### src/rtl/pipeline_remultiplier.sv
// rtl/pipeline_remultiplier.sv - pipelined shift-and-add rebuild of dividend = quotient * divisor + remainder
//
// Purpose: one pipeline stage per quotient bit, MSB first, one triple accepted
// per clock, no stall. Results leave in input order after DIVIDENDLEN clocks.
//
// Ports:
//   clock      in   single clock, all state on posedge
//   reset      in   synchronous, active-high; clears every stage
//   in_valid   in   triple on quotient/divisor/remainder sampled this edge
//   quotient   in   [DIVIDENDLEN-1:0] multiplier operand
//   divisor    in   [DIVISORLEN-1:0]  multiplicand
//   remainder  in   [DIVISORLEN-1:0]  addend
//   out_valid  out  result valid this cycle
//   product    out  [PRODLEN-1:0] full q*d+r (0 when not valid)
//   dividend   out  [DIVIDENDLEN-1:0] low bits of product
//   overflow   out  upper product bits nonzero
//   error      out  divisor == 0 or remainder >= divisor (advisory)

module pipeline_remultiplier #(
    parameter int DIVIDENDLEN = 16,
    parameter int DIVISORLEN  = 8
) (
    input  logic                                clock,
    input  logic                                reset,
    input  logic                                in_valid,
    input  logic [DIVIDENDLEN-1:0]              quotient,
    input  logic [DIVISORLEN-1:0]               divisor,
    input  logic [DIVISORLEN-1:0]               remainder,
    output logic                                out_valid,
    output logic [DIVIDENDLEN+DIVISORLEN-1:0]   product,
    output logic [DIVIDENDLEN-1:0]              dividend,
    output logic                                overflow,
    output logic                                error
);

    localparam int N       = DIVIDENDLEN;
    localparam int PRODLEN = DIVIDENDLEN + DIVISORLEN;

    logic                   r_valid [N];
    logic [PRODLEN-1:0]     r_acc   [N];
    logic [N-1:0]           r_quot  [N];
    logic [DIVISORLEN-1:0]  r_div   [N];
    logic                   r_err   [N];

    // Partial product each stage adds: stage k handles quotient bit N-1-k.
    logic [PRODLEN-1:0]     w_addend [N];
    logic [PRODLEN-1:0]     w_acc0;
    logic                   w_err0;

    always_comb begin
        for (int k = 0; k < N; k++) begin
            w_addend[k] = '0;
        end
        if (quotient[N-1]) begin
            w_addend[0] = PRODLEN'(divisor) << (N - 1);
        end
        for (int k = 1; k < N; k++) begin
            if (r_quot[k-1][N-1-k]) begin
                w_addend[k] = PRODLEN'(r_div[k-1]) << (N - 1 - k);
            end
        end
    end

    // The remainder seeds the accumulator so no extra stage is needed for it.
    assign w_acc0 = PRODLEN'(remainder) + w_addend[0];
    assign w_err0 = (divisor == '0) | (remainder >= divisor);

    always_ff @(posedge clock) begin
        if (reset) begin
            for (int k = 0; k < N; k++) begin
                r_valid[k] <= 1'b0;
                r_acc[k]   <= '0;
                r_quot[k]  <= '0;
                r_div[k]   <= '0;
                r_err[k]   <= 1'b0;
            end
        end else begin
            r_valid[0] <= in_valid;
            r_acc[0]   <= w_acc0;
            r_quot[0]  <= quotient;
            r_div[0]   <= divisor;
            r_err[0]   <= w_err0;
            for (int k = 1; k < N; k++) begin
                r_valid[k] <= r_valid[k-1];
                r_acc[k]   <= r_acc[k-1] + w_addend[k];
                r_quot[k]  <= r_quot[k-1];
                r_div[k]   <= r_div[k-1];
                r_err[k]   <= r_err[k-1];
            end
        end
    end

    // Outputs are gated by the last valid so idle cycles always read zero.
    logic [PRODLEN-1:0] w_prod;

    assign w_prod    = r_valid[N-1] ? r_acc[N-1] : '0;
    assign out_valid = r_valid[N-1];
    assign product   = w_prod;
    assign dividend  = w_prod[DIVIDENDLEN-1:0];
    assign overflow  = |w_prod[PRODLEN-1:DIVIDENDLEN];
    assign error     = r_valid[N-1] & r_err[N-1];

endmodule

### config.mk
export PLATFORM = sky130hd
export DESIGN_NAME = pipeline_remultiplier
export DESIGN_NICKNAME = d
export VERILOG_FILES = /design/src/rtl/pipeline_remultiplier.sv
export SDC_FILE = /design/constraint.sdc
export NUM_CORES = 1
export LEC_CHECK = 0
export CAP_MARGIN = 20
export CORE_ASPECT_RATIO = 1.4
export CORE_MARGIN = 8
export CORE_UTILIZATION = 39
export DETAILED_ROUTE_END_ITERATION = 10
export GPL_TIMING_DRIVEN = 0
export MAX_ROUTING_LAYER = met4
export PLACE_DENSITY = 0.62
export REMOVE_ABC_BUFFERS = 1
export SLEW_MARGIN = 20
export SYNTH_ARGS = -nofsm -noshare
export SYNTH_HDL_FRONTEND = slang
export SYNTH_SLANG_ARGS = --single-unit
### constraint.sdc
create_clock -name clock -period 2.7 [get_ports clock]
set_input_delay 0.27 -clock clock [delete_from_list [all_inputs] [get_ports clock]]
set_output_delay 0.27 -clock clock [all_outputs]
set_load 0.02 [all_outputs]
==> results.py <==
metrics = {
    "synth": {
        "ys_types": 73,
        "synth_async_sr_flop_share": 0,
        "seq_area_frac_synth": 0.503,
        "synth.area.top_cells": "dfxtp_1 (50%), nor2b_1 (11%), ha_1 (6.1%), and2_1 (3.9%), a21oi_1 (2.8%)",
        "synth_cells": 2549,
        "synth_top_area_cell": "dfxtp_1",
        "synth.avg_cell_area_um2": 9.80,
        "synthFlopType": "dfxtp_1",
        "syn_area_mm2": 0.0250,
        "yosysTopAreaCellShare": 0.503,
        "synth_edf_count": 0,
        "ys_warn_count": 0,
        "synth_seq_cells": 627,
    },
    "cells_and_area": {
        "ff_latch_area_mm2": 0.0126,
        "n_antenna_cell": 0,
        "area_delta_synth_final_pct": 15.3,
        "final_common_cell": "dfxtp_1",
        "num-fill-cells": 5990,
        "final_core_util": 0.451,
        "layout-drive-gt1-share": 0.0662,
        "final_cells": 3483,
        "layout_common_cells": "dfxtp_1 (623), nor2b_1 (423), nor2_1 (163), and2_1 (154), a21oi_1 (140)",
        "multi_input_area_mm2": 0.0119,
        "layout.nets": 2764,
    },
    "timing": {
        "max_freq_ghz": 0.389,
        "setup_violations": 0,
        "fin_hold_ws_ns": 0.196,
        "fin_crit_ns": 2.57,
        "fin_skew_ns": 0.0445,
        "maxSlewHeadroom": 0.368,
        "timing.final.max_slew_violations": 0,
        "tightest_slew_ns": 0.946,
        "layout_setup_ws_ns": 0.129,
        "rsz0062_at_grt": "false",
        "finalCritPeriodShare": 0.952,
        "hold_violations": 0,
    },
    "cts": {
        "clkSinkCount": 627,
        "numCtsBuffers": 61,
        "cts_tree": "done",
        "htree_levels": 2,
        "root_buffer": "clkbuf_16",
        "clk_pin_slew_worst_paths_ns": 0.06,
        "cts_buffer_depth": 3,
        "clock_latency_ns": 0.63,
    },
    "floorplanning": {
        "die-area_mm2": 0.0725,
        "io_pins": 78,
        "rows": 110,
        "die_w_um": 230,
        "die_h_um": 315,
        "core_area_mm2": 0.0639,
        "initial_core_util": 0.391,
    },
    "routing": {
        "wl_met1_um": 15900,
        "drt-pass1-iter-count": 5,
        "dr_wl_met3_um": 1700,
        "via_count": 17100,
        "drt_wl_total_um": 44600,
        "via_per_inst": 4.91,
        "top_layer_used": "met4",
        "wl_met2_um": 25300,
        "ant_nets": 0,
        "drt_iter0_markers": 824,
        "drc": 0,
        "wire_per_inst_um": 12.8,
    },
    "hold_path": {
        "hold_end": "r_quot[0][13]$_SDFF_PP0_",
        "min_path_type": "in2reg",
        "holdCritStartpoint": "quotient[13]",
        "holdPathStages": 2,
    },
    "global_route": {
        "grt_pass1_wl_um": 73600,
        "antenna_found_initial": 0,
        "grt_max_degree": 136,
        "grt-ovfl-total": 0,
        "grt_usage": 0.121,
        "first_global_vias": 16800,
    },
    "setup_path": {
        "cp_max_fo": 11,
        "crit_buf_inv": 1,
        "end_kind": "flop",
        "crit_arrival_ns": 3.05,
        "rr_startpoint": "r_quot[4][21]$_SDFF_PP0_",
        "crit_chain": "and2_1 -> ha_1 -> inv_1 -> fa_1 -> nand2b_1 -> a21oi_1 -> nor3_2 -> nor4b_2 -> mux2_2",
        "crit_required_ns": 3.17,
        "crit-reg2reg-capture": "r_acc[5][21]$_SDFF_PP0_",
        "crit_family": "simple AND/OR/NAND/NOR gates",
        "reg2reg_depth": 9,
        "critPathLaunchType": "flop",
        "cpMaxStageDelayCell": "dfxtp_2",
        "reg2reg_slack_ns": 0.13,
        "path_class": "reg2reg",
        "cpPeakStageDelay_ns": 0.40,
    },
    "place": {
        "routabilityCongestion": 0.809,
        "dp_hpwl_um": 31300,
        "dpl_worst_slack_ns": -0.522,
        "dp.cells": 3367,
        "io_buffers": 77,
    },
    "power": {
        "irDropWorstVdd_mv": 0.618,
        "p_leak_nw": 11.3,
        "finalPower_w": 0.0187,
        "power.density_mw_per_mm2": 648,
    },
    "status": {
        "outcome": "finished, final reports clean",
    },
    "flow_run": {
        "cap_violations": 0,
    },
}
[synth_stat cells (6+ instances only)]
cell,instances
a211oi_1,45
a21o_1,29
a21oi_1,141
and2_1,154
and3_1,17
and4_1,6
buf_1,7
buf_4,16
clkbuf_1,78
dfxtp_1,627
fa_1,15
ha_1,121
inv_1,56
mux2_2,21
nand2_1,72
nand2b_1,8
nand3_1,48
nand4_1,22
nor2_1,163
nor2b_1,423
nor3_1,37
nor3b_1,6
nor4_1,13
o211ai_1,11
o21a_1,27
o21ai_0,88
o21bai_1,16
o31ai_1,37
or2_2,10
or3_1,52
or4_1,38
xnor2_1,30
xor2_1,44
[logic make-up (layout without fill, tap and decap cells)]
group           count (synthesis)  in the layout  synth area share
simple gates                 1084           1084             0.248
flops                         627            627             0.503
compound gates                445            445             0.113
buf+inv                       160            254            0.0269
fa+ha+maj                     136            136            0.0726
xor+xnor                       74             74            0.0260
mux                            23             23            0.0103
[layout make-up]
cell class / instances / area share
clock buffer: 82 / 0.0604
timing repair buffer: 85 / 0.0330
multi-input combinational: 1762 / 0.412
inverter: 56 / 0.00730
tap: 840 / 0.0365
clock inverter: 31 / 0.0145
sequential: 627 / 0.436
[metrics by stage]
step                cell area (um^2)  setup TNS (ns)
global route                   28800               0
floorplan                      24500               0
detailed placement             26500           -3.27
CTS                            28700               0
finish                         28800               0
global placement               26300        -9004.33
[registers in the layout, indices dropped and copies added (netlist names)]
signal	cells
r_div	120
r_err	16
r_quot	120
r_acc	355
r_valid	16
[layer usage]
layer / vias up / GRT usage
met2: 293 / 0.247
met5: - / -
met4: 0 / 0.0580
met1: 7884 / 0.102
met3: 127 / 0.0243
li1: 8802 / -
[report_power, final]
part / internal [W] / switching [W] / leakage (nW) / total (W)
Clock: 0.00537 / 0.00351 / 1.06 / 0.00888
Sequential: 0.00935 / 0.0000345 / 5.07 / 0.00938
Combinational: 0.000156 / 0.000233 / 5.14 / 0.000389
[what timing repair did]
item	CTS	global route
hold buffers	1	0
gates resized for setup	13	11
buffers inserted	0	2
setup endpoints to repair	32	30
pin swaps	1	5
cloned	0	0
hold endpoints to repair	22	0
[worst max-delay path by stage]
stage                                   startpoint                 endpoint  slack (ns)  cells past startpoint
final                     r_quot[4][21]$_SDFF_PP0_  r_acc[5][21]$_SDFF_PP0_        0.13                      9
after global routing      r_quot[2][25]$_SDFF_PP0_  r_acc[3][22]$_SDFF_PP0_       0.003                      9
after CTS                 r_quot[4][21]$_SDFF_PP0_  r_acc[5][21]$_SDFF_PP0_        0.02                      9
after detailed placement  r_quot[6][17]$_SDFF_PP0_  r_acc[7][23]$_SDFF_PP0_       -0.52                      8
after global placement                       reset  r_acc[2][41]$_SDFF_PP0_      -24.29                      5
after floorplan           r_quot[6][17]$_SDFF_PP0_  r_acc[7][23]$_SDFF_PP0_        0.10                      8
Power figures use the tool's default switching activity.
